--- config.mk ---
export PLATFORM = sky130hd
export DESIGN_NAME = step_arbiter
export DESIGN_NICKNAME = d
export VERILOG_FILES = /design/src/rtl/step_arbiter_pkg.sv /design/src/rtl/step_arbiter_lane_pending.sv /design/src/rtl/step_arbiter.sv
export SDC_FILE = /design/constraint.sdc
export NUM_CORES = 1
export LEC_CHECK = 0
export CAP_MARGIN = 40
export CORE_UTILIZATION = 40
export CTS_CLUSTER_DIAMETER = 200
export CTS_CLUSTER_SIZE = 25
export DETAILED_ROUTE_END_ITERATION = 8
export GPL_TIMING_DRIVEN = 0
export PLACE_DENSITY = 0.64
export SYNTH_ARGS = -nofsm -noshare
export SYNTH_HDL_FRONTEND = slang
export SYNTH_SLANG_ARGS = --single-unit
--- constraint.sdc ---
create_clock -name Clock -period 2.13 [get_ports Clock]
set_clock_uncertainty 0.05 [all_clocks]
set_input_delay 0.639 -clock Clock [delete_from_list [all_inputs] [get_ports Clock]]
set_output_delay 0.639 -clock Clock [all_outputs]
set_load 0.05 [all_outputs]
--- src/rtl/step_arbiter_pkg.sv ---
// Shared constants and types for the step arbiter: lane numbering, lane count
// and the arbiter FSM state encoding.
package step_arbiter_pkg;

  localparam int unsigned NUM_LANES = 4;
  localparam int unsigned LANE_W    = 2;

  localparam logic [LANE_W-1:0] LANE_LEFT  = 2'd0;
  localparam logic [LANE_W-1:0] LANE_DOWN  = 2'd1;
  localparam logic [LANE_W-1:0] LANE_UP    = 2'd2;
  localparam logic [LANE_W-1:0] LANE_RIGHT = 2'd3;

  typedef enum logic {
    IDLE  = 1'b0,
    OFFER = 1'b1
  } arb_state_e;

  // Next lane in round-robin order, wrapping right -> left.
  function automatic logic [LANE_W-1:0] lane_inc(input logic [LANE_W-1:0] lane);
    return lane + LANE_W'(1);
  endfunction

endpackage

--- src/rtl/step_arbiter_lane_pending.sv ---
// One pad lane: pending flag plus age counter, with drop and expiry pulses.
// Ports:
//   clk, reset      - clock, synchronous active-high reset
//   armed           - low flushes the lane and ignores presses
//   press           - one-cycle press pulse for this lane
//   offered         - this lane is the one currently offered to the scorer
//   grant           - offered and accepted this cycle
//   pending         - registered pending flag
//   pending_nxt_c   - pending flag for next cycle (combinational)
//   age_nxt_c       - age for next cycle (combinational)
//   expiring_c      - lane is being discarded as stale at this edge
//   dropped/expired - registered one-cycle pulses
module step_arbiter_lane_pending #(
  parameter int unsigned AGE_W   = 4,
  parameter int unsigned MAX_AGE = 12
) (
  input  logic             clk,
  input  logic             reset,
  input  logic             armed,
  input  logic             press,
  input  logic             offered,
  input  logic             grant,
  output logic             pending,
  output logic             pending_nxt_c,
  output logic [AGE_W-1:0] age_nxt_c,
  output logic             expiring_c,
  output logic             dropped,
  output logic             expired
);

  localparam logic [AGE_W-1:0] AGE_SAT   = '1;
  localparam logic [AGE_W-1:0] AGE_LIMIT = AGE_W'(MAX_AGE);

  logic [AGE_W-1:0] age;
  logic             dropped_nxt;
  logic             expired_nxt;

  // The offered lane is frozen: it neither ages nor expires.
  assign expiring_c = pending && !offered && (age == AGE_LIMIT);

  // Next pending/age and pulse generation.
  always_comb begin
    pending_nxt_c = pending;
    age_nxt_c     = age;
    dropped_nxt   = 1'b0;
    expired_nxt   = 1'b0;
    if (armed) begin
      if (pending && !offered && (age != AGE_SAT)) begin
        age_nxt_c = age + AGE_W'(1);
      end
      if (expiring_c) begin
        pending_nxt_c = 1'b0;
        age_nxt_c     = '0;
        expired_nxt   = 1'b1;
      end
      if (grant) begin
        pending_nxt_c = 1'b0;
      end
      // A press landing on the entry being consumed replaces it instead of dropping.
      if (press) begin
        if (pending && !grant) begin
          dropped_nxt = 1'b1;
        end else begin
          pending_nxt_c = 1'b1;
          age_nxt_c     = '0;
        end
      end
    end else begin
      pending_nxt_c = 1'b0;
      age_nxt_c     = '0;
    end
  end

  // Lane state registers.
  always_ff @(posedge clk) begin
    if (reset) begin
      pending <= 1'b0;
      age     <= '0;
      dropped <= 1'b0;
      expired <= 1'b0;
    end else begin
      pending <= pending_nxt_c;
      age     <= age_nxt_c;
      dropped <= dropped_nxt;
      expired <= expired_nxt;
    end
  end

endmodule

--- src/rtl/step_arbiter.sv ---
// Shares the step-scoring path among the four arrow pads: latches press pulses,
// ages and expires them, and offers them round-robin over valid/ready.
// Ports:
//   Clock, reset  - clock, synchronous active-high reset
//   armed         - game running; low flushes and ignores presses
//   press[3:0]    - one-cycle press pulses, bit i = lane i
//   req_ready     - scorer accepts the offered request
//   req_valid     - request offered
//   req_lane      - lane of offered request
//   req_age       - age of offered press, frozen at offer time
//   dropped[3:0]  - press lost on an already-pending lane
//   expired[3:0]  - pending press discarded as stale
//   busy          - any lane pending or request offered
module step_arbiter
  import step_arbiter_pkg::*;
#(
  parameter int unsigned AGE_W   = 4,
  parameter int unsigned MAX_AGE = 12
) (
  input  logic                 Clock,
  input  logic                 reset,
  input  logic                 armed,
  input  logic [NUM_LANES-1:0] press,
  input  logic                 req_ready,
  output logic                 req_valid,
  output logic [LANE_W-1:0]    req_lane,
  output logic [AGE_W-1:0]     req_age,
  output logic [NUM_LANES-1:0] dropped,
  output logic [NUM_LANES-1:0] expired,
  output logic                 busy
);

  arb_state_e             state_q, state_nxt;
  logic [LANE_W-1:0]      rr_ptr, rr_nxt;
  logic                   req_valid_nxt;
  logic [LANE_W-1:0]      req_lane_nxt;
  logic [AGE_W-1:0]       req_age_nxt;
  logic                   busy_nxt;

  logic [NUM_LANES-1:0]   pending_q;
  logic [NUM_LANES-1:0]   pending_nxt;
  logic [NUM_LANES-1:0]   expiring;
  logic [NUM_LANES-1:0]   eligible;
  logic [NUM_LANES-1:0]   offered;
  logic [NUM_LANES-1:0]   grant;
  logic [AGE_W-1:0]       age_nxt [NUM_LANES];

  logic                   found;
  logic [LANE_W-1:0]      sel;
  logic [LANE_W-1:0]      idx;

  // Per-lane pending/age trackers.
  for (genvar i = 0; i < NUM_LANES; i++) begin : g_lane
    assign offered[i] = (state_q == OFFER) && (req_lane == LANE_W'(i));
    assign grant[i]   = offered[i] && req_ready;

    step_arbiter_lane_pending #(
      .AGE_W   (AGE_W),
      .MAX_AGE (MAX_AGE)
    ) u_lane (
      .clk           (Clock),
      .reset         (reset),
      .armed         (armed),
      .press         (press[i]),
      .offered       (offered[i]),
      .grant         (grant[i]),
      .pending       (pending_q[i]),
      .pending_nxt_c (pending_nxt[i]),
      .age_nxt_c     (age_nxt[i]),
      .expiring_c    (expiring[i]),
      .dropped       (dropped[i]),
      .expired       (expired[i])
    );
  end

  // Lanes discarded this cycle must not be offered.
  assign eligible = pending_q & ~expiring;

  // Arbiter next-state and registered-output values.
  always_comb begin
    state_nxt    = state_q;
    rr_nxt       = rr_ptr;
    req_lane_nxt = req_lane;
    req_age_nxt  = req_age;
    found        = 1'b0;
    sel          = '0;
    idx          = '0;

    for (int unsigned k = 0; k < NUM_LANES; k++) begin
      idx = rr_ptr + LANE_W'(k);
      if (!found && eligible[idx]) begin
        found = 1'b1;
        sel   = idx;
      end
    end

    if (armed) begin
      case (state_q)
        IDLE: begin
          if (found) begin
            state_nxt    = OFFER;
            req_lane_nxt = sel;
            // Age as it stands once this edge's increment lands.
            req_age_nxt  = age_nxt[sel];
          end
        end
        OFFER: begin
          if (req_ready) begin
            state_nxt = IDLE;
            rr_nxt    = lane_inc(req_lane);
          end
        end
        default: state_nxt = IDLE;
      endcase
    end else begin
      state_nxt = IDLE;
    end

    req_valid_nxt = (state_nxt == OFFER);
    busy_nxt      = (|pending_nxt) || req_valid_nxt;
  end

  // Arbiter state and output registers.
  always_ff @(posedge Clock) begin
    if (reset) begin
      state_q   <= IDLE;
      rr_ptr    <= LANE_LEFT;
      req_valid <= 1'b0;
      req_lane  <= '0;
      req_age   <= '0;
      busy      <= 1'b0;
    end else begin
      state_q   <= state_nxt;
      rr_ptr    <= rr_nxt;
      req_valid <= req_valid_nxt;
      req_lane  <= req_lane_nxt;
      req_age   <= req_age_nxt;
      busy      <= busy_nxt;
    end
  end

endmodule

# Yosys cells after proc, flatten, opt, wreduce, memory -nomap -nowiden
# Cells that the tools add are included.
dict set report classes {
  shifts 0
  eq_ne 11
  n_reduce_logical 48
  n_mul 0
  magnitude_cmp 5
  bitwise 9
  n_div 0
  n_mux 71
  add_sub_neg 8
}
# op count
set ops {}
lappend ops {{2-to-1 mux 4 bit} 22}
lappend ops {{2-to-1 mux 1 bit} 39}
lappend ops {{logical AND 1 bit} 27}
lappend ops {{adder 4 x 1 -> 4 bit, second input constant} 4}
lappend ops {{== test 4 bit, second input constant} 4}
lappend ops {{!= test 4 bit, second input constant} 4}
lappend ops {{less-than comparator 2 x 3 -> 1 bit, second input constant} 4}
lappend ops {{OR reduction 3 bit} 4}
lappend ops {{zero test 1 bit} 11}
lappend ops {{binary-select mux 1 bit (select 2 bit)} 4}
lappend ops {{binary-select mux 4 bit (select 2 bit)} 1}
lappend ops {{2-to-1 mux 2 bit} 4}
lappend ops {{NOT 1 bit} 6}
lappend ops {{AND reduction 3 bit} 2}
lappend ops {{adder 2 x 1 -> 2 bit, second input constant} 2}
lappend ops {{adder 2 bit, second input constant} 2}
lappend ops {{bitwise AND 4 bit} 1}
lappend ops {{== test 2 bit, second input constant} 2}
lappend ops {{NOT 4 bit} 1}
lappend ops {{OR reduction 4 bit} 1}
lappend ops {{>= comparator 3 bit, second input constant} 1}
lappend ops {{NOT 2 -> 3 bit} 1}
lappend ops {{== test 2 x 1 -> 1 bit, second input constant} 1}
lappend ops {{zero test 2 bit} 1}
lappend ops {{3 further kinds} 3}
dict set report totals {
  regBits 38
  mem_bits_ro 0
  n_memories 0
  ram_bits 0
  latch_bits 0
}

# Longest topological paths before layout
# Gate-level depths: netlist of run 1.
dict set report logic_depth {
  depth_word 23
  mapped_depth 9
  mapped_depth_nobuf 8
}

# Hierarchy
# A second synthesis of run 1 with hierarchy kept.
dict set report unflattened {
  cells_unflattened 266
  area_unflattened_um2 2368.5
}
# module n_inst seq_area_each_um2 area_each_um2 cells_per_inst
set modules_own_cells {}
lappend modules_own_cells {step_arbiter_lane_pending 4 140.1 400.4 46}
lappend modules_own_cells {step_arbiter 1 200.2 767.0 82}

# Least setup slack after synthesis of run 1
# Ideal clock, no wire load.
dict set report synth_path {
  kind {register to register}
  startpoint {reg req_lane[0]}
  endpoint {reg req_lane[1]}
  arrival_time_ns 2.248
  period_less_slack_ns 2.361
  setup_time_ns 0.063
  slack_ns -0.231
  required_time_ns 2.017
  path_stages_with_launch 10
  path_cell_list {dfxtp_1 inv_1 ha_1 and2_4 o21ai_4 o21ai_2 a311o_1 buf_6 mux2_2 nor2_2}
}
dict set report synth_between {
  elab_chain_len 20
  word_cells_on_any_way 45
  classes_between {eq/ne (3); mux (16); bitwise (2); reduce/logical (24)}
}
# item line_no
set synth_lines {}
lappend synth_lines {{start, declared} step_arbiter.sv:26} ;# output logic [LANE_W-1:0] req_lane,
lappend synth_lines {{start signal, assigned} step_arbiter.sv:136} ;# req_lane <= req_lane_nxt;
lappend synth_lines {{== test 2 x 1 -> 1 bit, or another cell as far along} step_arbiter.sv:54} ;# assign offered[i] = (state_q == OFFER) && (req_lane == LANE_W'(i));
lappend synth_lines {{logical AND 1 bit} step_arbiter.sv:54}
lappend synth_lines {{zero test 1 bit} step_arbiter_lane_pending.sv:39} ;# assign expiring_c = pending && !offered && (age == AGE_LIMIT);
lappend synth_lines {{logical AND 1 bit (2 in a row)} step_arbiter_lane_pending.sv:39}
lappend synth_lines {{NOT 4 bit *} step_arbiter.sv:77} ;# assign eligible = pending_q & ~expiring;
lappend synth_lines {{bitwise AND 4 bit *} step_arbiter.sv:77}
lappend synth_lines {{binary-select mux 1 bit (select 2 bit)} step_arbiter.sv:91} ;# if (!found && eligible[idx]) begin
lappend synth_lines {{2-to-1 mux 1 bit (implied by the code)} step_arbiter.sv:91}
lappend synth_lines {{(+3 left out)} --}
lappend synth_lines {{2-to-1 mux 1 bit} step_arbiter.sv:91}
lappend synth_lines {{zero test 1 bit} step_arbiter.sv:91}
lappend synth_lines {{logical AND 1 bit} step_arbiter.sv:91}
lappend synth_lines {{2-to-1 mux 1 bit} step_arbiter.sv:91}
lappend synth_lines {{zero test 1 bit} step_arbiter.sv:91}
lappend synth_lines {{logical AND 1 bit} step_arbiter.sv:91}
lappend synth_lines {{2-to-1 mux 1 bit} step_arbiter.sv:91}
lappend synth_lines {{AND reduction 3 bit (no line)} --}
# Mark *: on every way between the ends. The rest lies on a longest branch, timed or not. The select of a mux whose other input is x is not followed.
# A chain may end at the register's enable or synchronous reset.

# Final worst setup path of run 1
dict set report layout_path {
  startpoint {reg busy}
  endpoint {out busy}
}
# item line_no
set layout_rtl {}
lappend layout_rtl {{start, declared} step_arbiter.sv:30} ;# output logic busy
lappend layout_rtl {{start signal, assigned} step_arbiter.sv:138} ;# busy <= busy_nxt;
# No word-level cell between the ends.

==> metrics.md, run 1 <==
| Metric | Value |
|---|---|
| Clk_lat worst skew | `0.29 ns` |
| Setup slack, reg-to-reg | `0.07 ns` |
| First-pass GRT wire length | `8.059 mm` |
| EDFF count, synth | `0` |
| WP data required | `1.44 ns` |
| DR vias/cell | `5.179` |
| Placed Cells | `345` |
| Post-Place Worst Slack | `-0.3985 ns` |
| GRT Total Usage | `17.54%` |
| Family with the most delay on the worst path | `buffers and inverters` |
| Prevailing post-synth register cell | `dfxtp_1` |
| Worst Setup Start Kind | `flip-flop` |
| Gpl congestion | `0.8001` |
| Die area | `0.005867 mm²` |
| Total CTS buffers | `5` |
| Final max-slew violation count | `0` |
| CTS tree | `done` |
| Power, Total | `1.715 mW` |
| Max IR drop VDD | `0.4304 mV` |
| Grt ovf | `0` |
| PwrDens | `607.9 mW/mm²` |
| CORE AREA | `0.005238 mm²` |
| Hold_sp | `req_lane[0]` |
| Routed Antenna Nets | `0` |
| Vias in the first global route | `1683` |
| Largest net degree at the start of global routing | `13` |
| Reg-to-Reg End | `req_age[0]` |
| Worst Hold Path EP | `req_lane[0]` |
| Mean post-synth cell area | `8.798 µm²` |
| Drt pass-1 iters | `4` |
| DR iter-0 viols | `112` |
| Net Count, Synth | `273` |
| Avg WL per Cell | `13.56 µm` |
| Syn Std Cell Area | `0.002226 mm²` |
| Count of cell types in the netlist | `53` |
| P&R area growth vs syn | `26.76%` |
| Initial Util | `42.50%` |
| Cells on Worst Hold Path | `2` |
| CTS Root Cell | `clkbuf_8` |
| Vias | `1854` |
| # IOs | `24` |
| FFs w/ async S/R, synth | `0%` |
| Placed wire-length estimate | `3.621 mm` |
| Tmin final | `2.075 ns` |
| Cell Chain, Critical Path | `clkdlybuf4s50_1` |
| Clock transition at path regs | `0.07 ns` |
| Nets@finish | `307` |
| Achievable frequency | `482.0 MHz` |
| Register area share after synthesis | `34.18%` |
| Slew headroom | `63.71%` |
| Share of layout cells above drive strength 1 | `22.92%` |
| P_leak | `1.156 nW` |
| FF-to-FF Start | `req_lane[1]` |
| Syn. warnings | `0` |
| Row Count | `26` |
| Clk sinks | `38` |
| Height of the die | `76.60 µm` |
| Crit path largest cell delay | `0.79 ns` |
| Post-Layout Inst Area | `0.002821 mm²` |
| Hold buffers post-CTS | `0` |
| WS Path Type | `reg2out` |
| Period Utilization, post-route | `97.41%` |
| Status | `finished, final reports clean` |
| Worst reg-to-reg path cell count | `9` |
| # DRC | `0` |
| CP max FO | `1` |
| Worst-margin pin slew | `0.5423 ns` |
| Die X | `76.60 µm` |
| Non-Filler Instances | `358` |
| N_diodes | `0` |
| Final hold vios | `0` |
| Max Root-Sink Buffers | `2` |
| # port buffers | `22` |
| Cell count after synthesis | `253` |
| WP buf/inv | `1` |
| # setup viols final | `0` |
| Crit path DAT | `1.39 ns` |
| Final wirelength | `4.854 mm` |
| H-Tree Depth | `2` |
| RSZ-0062 raised after global routing | `yes` |
| Synth Register Bits | `38` |
| Area of placed instances | `0.002539 mm²` |
| Hold Crit Class | `reg2reg` |
| Crit-path slowest cell | `clkdlybuf4s50_1` |
| Hold slack | `0.4709 ns` |
| Final core occ | `53.87%` |
| MaxCap Viol Count | `0` |
| Final worst slack | `0.05522 ns` |
| Setup TNS | `0 ns` |
| Antenna violations before repair | `0` |
| Worst setup EP type | `primary output` |
[cell families after synthesis]
family	synth area share [%]
flip-flops	34.18
AND/OR/NAND/NOR	24.79
XOR/XNOR	3.541
buffers and inverters	6.801
multiplexers	4.722
adder cells (fa/ha/maj)	6.745
AO/OA/AOI/OAI	19.23
[per-layer routing]
layer	global-route usage, %	part of all wire (%)
met5	0	0
met4	9.038	2.2
met3	3.832	3.6
met2	26.31	45
met1	23.41	49
[power by group]
| part | total [mW] | internal (mW) | leakage [nW] | switching [mW] |
|---|---|---|---|---|
| Sequential | 0.745 | 0.728 | 0.310 | 0.0172 |
| Clock | 0.705 | 0.452 | 0.0696 | 0.253 |
| Combinational | 0.266 | 0.104 | 0.777 | 0.162 |
| Total | 1.72 | 1.28 | 1.16 | 0.431 |
[synth_stat cells, types with 2 or more instances]
| cell | count | area, µm² |
|---|---|---|
| dfxtp_1 | 38 | 760.7 |
| nor2_1 | 24 | 90.09 |
| inv_1 | 16 | 60.06 |
| nand3_1 | 16 | 80.08 |
| a21oi_1 | 15 | 75.07 |
| ha_1 | 12 | 150.1 |
| nand2_1 | 12 | 45.04 |
| buf_4 | 8 | 60.06 |
| nor2b_1 | 7 | 43.79 |
| nor3_1 | 7 | 35.03 |
| mux2i_1 | 6 | 60.06 |
| a21o_1 | 5 | 37.54 |
| and3_1 | 5 | 31.28 |
| xor2_1 | 5 | 43.79 |
| mux2_2 | 4 | 45.04 |
| nor3b_1 | 4 | 30.03 |
| o211ai_1 | 4 | 30.03 |
| o22ai_1 | 4 | 25.02 |
| xnor2_1 | 4 | 35.03 |
| a21boi_0 | 3 | 22.52 |
| a221oi_1 | 3 | 26.28 |
| and2_1 | 3 | 18.77 |
| and2_4 | 3 | 26.28 |
| nand2b_1 | 3 | 18.77 |
| nor4_1 | 3 | 18.77 |
| o21ai_0 | 3 | 15.01 |
| o21ai_4 | 3 | 48.80 |
| a21bo_2 | 2 | 20.02 |
| buf_6 | 2 | 22.52 |
| nand3_2 | 2 | 20.02 |
| nand3b_1 | 2 | 15.01 |
| nand4_1 | 2 | 12.51 |
| o211a_1 | 2 | 20.02 |
| or3_1 | 2 | 12.51 |
[timing repair]
item                       in CTS  in global routing
pin swaps                       1                  6
setup endpoints to repair      19                  5
setup buffers                   1                  4
gates resized for setup        18                 23
[final cells by class]
class | instances | area, µm²
Fill cell | 490 | 2416
Multi-Input combinational cell | 187 | 1435
Sequential cell | 38 | 768.2
Timing Repair Buffer | 27 | 241.5
Clock buffer | 7 | 107.6
Buffer | 12 | 91.34
Tap cell | 70 | 87.58
Inverter | 16 | 60.06
Clock inverter | 1 | 30.03
[how the worst max path moves through the flow]
stage,slack [ns],startpoint,cells after the start,endpoint
after floorplan,0.003,req_lane[1],9,req_lane[1]
after global placement,-0.41,req_ready,7,req_age[0]
after detailed placement,-0.40,req_ready,7,req_age[2]
after CTS,0.01,req_lane[1],9,req_age[2]
after global routing,-0.02,req_lane[0],8,req_lane[1]
final,0.06,busy,1,busy
[cell usage in the layout, fill, tap and decap left out, types with 4 or more instances in the layout]
master	instances
nor3_1	6
ha_1	10
clkbuf_8	6
clkdlybuf4s50_1	6
nand3_2	4
dfxtp_1	36
nor2b_1	7
mux2_2	4
nor2_1	24
xor2_1	5
nand3_1	14
inv_1	15
a21o_1	5
dlygate4sd2_1	15
a21oi_1	15
buf_4	13
nand2_1	12
and3_1	5
o211ai_1	4
xnor2_1	4
[flip-flops by register name, summed over array words and instances (netlist names)]
register               count
busy                       1
g_lane.u_lane.age         16
g_lane.u_lane.dropped      4
g_lane.u_lane.expired      4
g_lane.u_lane.pending      4
req_age                    4
req_lane                   2
rr_ptr                     2
state_q                    1
Note: power is estimated with default switching activity, not from simulation.
==> inputs of run 2 (changes only) <==
Settings changed: CORE_UTILIZATION 40 to 50, PLACE_DENSITY 0.64 to 0.76, SLEW_MARGIN set to 20.
==> metrics.md, run 2 (synthesis results as in run 1) <==
| Metric | Value |
|---|---|
| Height of the die | `68.72 µm (was 76.60 µm)` |
| Largest net degree at the start of global routing | `14 (was 13)` |
| P_leak | `1.167 nW (was 1.156 nW)` |
| Avg WL per Cell | `15.32 µm (was 13.56 µm)` |
| WP data required | `2.26 ns (was 1.44 ns)` |
| Gpl congestion | `0.8472 (was 0.8001)` |
| PwrDens | `613.1 mW/mm² (was 607.9 mW/mm²)` |
| Worst setup EP type | `flip-flop (was primary output)` |
| Clk sinks | `38 (unchanged)` |
| Met2 Use GR | `37.99% (was 26.31%)` |
| Antenna violations before repair | `0 (unchanged)` |
| Row Count | `23 (was 26)` |
| Nets@finish | `307 (unchanged)` |
| Met1 Resource Use GR | `29.80% (was 23.41%)` |
| Tmin final | `2.100 ns (was 2.075 ns)` |
| Final wirelength | `5.179 mm (was 4.854 mm)` |
| Hold slack | `0.4678 ns (was 0.4709 ns)` |
| Crit path largest cell delay | `0.38 ns (was 0.79 ns)` |
| Final core occ | `67.48% (was 53.87%)` |
| Vias | `1928 (was 1854)` |
| CTS tree | `done (unchanged)` |
| CP max FO | `7 (was 1)` |
| Clk_lat worst skew | `0.30 ns (was 0.29 ns)` |
| Power, Total | `1.715 mW (about the same)` |
| Grt peak-use layer | `met2 (unchanged)` |
| Commonest cells after routing, fill and taps aside | `dfxtp_1, nor2_1, inv_1, nand3_1, dlygate4sd2_1 (was dfxtp_1, nor2_1, inv_1, a21oi_1, dlygate4sd2_1)` |
| Grt ovf | `0 (unchanged)` |
| Grt met3 use | `4.934% (was 3.832%)` |
| Die area | `0.004722 mm² (was 0.005867 mm²)` |
| Most common cell after layout, fill and taps aside | `dfxtp_1 (unchanged)` |
| Total CTS buffers | `5 (unchanged)` |
| Hold Crit Class | `reg2reg (unchanged)` |
| Max reg flops | `16 (unchanged)` |
| DR iter-0 viols | `119 (was 112)` |
| # port buffers | `22 (unchanged)` |
| Placed Cells | `325 (was 345)` |
| Register bank with the most flops | `g_lane.u_lane.age (unchanged)` |
| Cell Chain, Critical Path | `inv_1, ha_1, and2_4, o21ai_4, and2_1, a311o_1, buf_6, mux2i_4, o22ai_2 (was clkdlybuf4s50_1)` |
| Share of layout cells above drive strength 1 | `22.57% (was 22.92%)` |
| Final worst slack | `0.02955 ns (was 0.05522 ns)` |
| # setup viols final | `0 (unchanged)` |
| H-Tree Depth | `2 (unchanged)` |
| GRT Total Usage | `23.52% (was 17.54%)` |
| N_diodes | `0 (unchanged)` |
| Achievable frequency | `476.1 MHz (was 482.0 MHz)` |
| WS Path Type | `reg2reg (was reg2out)` |
| MaxCap Viol Count | `0 (unchanged)` |
| DR vias/cell | `5.704 (was 5.179)` |
| Status | `finished, final reports clean (unchanged)` |
| Worst-margin pin slew | `0.5440 ns (was 0.5423 ns)` |
| Max IR drop VDD | `0.4368 mV (was 0.4304 mV)` |
| Post-Place Worst Slack | `-0.4138 ns (was -0.3985 ns)` |
| Crit-path slowest cell | `dfxtp_4 (was clkdlybuf4s50_1)` |
| First-pass GRT wire length | `7.976 mm (was 8.059 mm)` |
| Max Root-Sink Buffers | `2 (unchanged)` |
| CORE AREA | `0.004144 mm² (was 0.005238 mm²)` |
| Final max-slew violation count | `0 (unchanged)` |
| Worst Setup Start Kind | `flip-flop (unchanged)` |
| Routed Antenna Nets | `0 (unchanged)` |
| Period Utilization, post-route | `98.61% (was 97.41%)` |
| Final hold vios | `0 (unchanged)` |
| Die X | `68.72 µm (was 76.60 µm)` |
| Placed wire-length estimate | `3.594 mm (was 3.621 mm)` |
| Crit path DAT | `2.23 ns (was 1.39 ns)` |
| # DRC | `0 (unchanged)` |
| Slew headroom | `63.73% (was 63.71%)` |
| CTS Root Cell | `clkbuf_8 (unchanged)` |
| Clock transition at path regs | `0.07 ns (about the same)` |
| Initial Util | `53.71% (was 42.50%)` |
| P&R area growth vs syn | `25.63% (was 26.76%)` |
| Non-Filler Instances | `338 (was 358)` |
| Vias in the first global route | `1743 (was 1683)` |
| Drt pass-1 iters | `4 (unchanged)` |
| # IOs | `24 (unchanged)` |
run 2: final timing paths:
| kind | startpoint | end | slack (ns) | depth (start not counted) |
|---|---|---|---|---|
| setup / recovery | req_lane[0] | req_age[2] | 0.03 | 9 |
| hold / removal | req_lane[0] | req_lane[0] | 0.47 | 2 |
| setup reg to reg | req_lane[0] | req_age[2] | 0.03 | 9 |
| hold reg to reg | req_lane[0] | req_lane[0] | 0.47 | 2 |
run 2: stage by stage:
stage / cell area (µm²) / TNS (ns)
after floorplan: 2231 / 0
after global placement: 2514 / -1.721
after detailed placement: 2514 / -1.822
after CTS: 2639 / 0
after global routing: 2796 / -0.1720
final: 2796 / 0
run 2: critical path: cells and delay by family, from the launching register on:
| family | cells | cell delay [ns] |
|---|---|---|
| AO/OA/AOI/OAI | 3 | 0.48 |
| buffers and inverters | 2 | 0.22 |
| multiplexers | 1 | 0.28 |
| adder cells (fa/ha/maj) | 1 | 0.23 |
| AND/OR/NAND/NOR | 2 | 0.36 |
| flip-flops | 1 | 0.38 |
run 2: final cells by class:
cell class                 count  area [µm²]
multi-input combinational    187        1438
clock buffer                   6       93.84
tap                           50       62.56
sequential                    38       768.2
fill                         342        1348
inverter                      16       60.06
buffer                        12       91.34
timing repair buffer          27       244.0
clock inverter                 2       38.79
run 2: timing repair:
action | CTS | global route
buffers inserted | 0 | 5
hold buffers | 0 | 0
pin swaps | 3 | 6
endpoints found under the setup margin | 19 | 6
gates resized for setup | 19 | 23
run 2: report_power, final:
| group | leakage (nW) | internal [mW] | switching [mW] |
|---|---|---|---|
| registers | 0.310 | 0.727 | 0.0173 |
| clock network | 0.0665 | 0.422 | 0.277 |
| logic | 0.791 | 0.105 | 0.166 |
| total | 1.17 | 1.25 | 0.460 |
run 2: routing by layer:
| layer | wire [µm] | vias to the layer above |
|---|---|---|
| li1 | - | 958 |
| met1 | 2344 | 901 |
| met2 | 2405 | 49 |
| met3 | 256 | 20 |
| met4 | 173 | 0 |
| met5 | 0 | - |
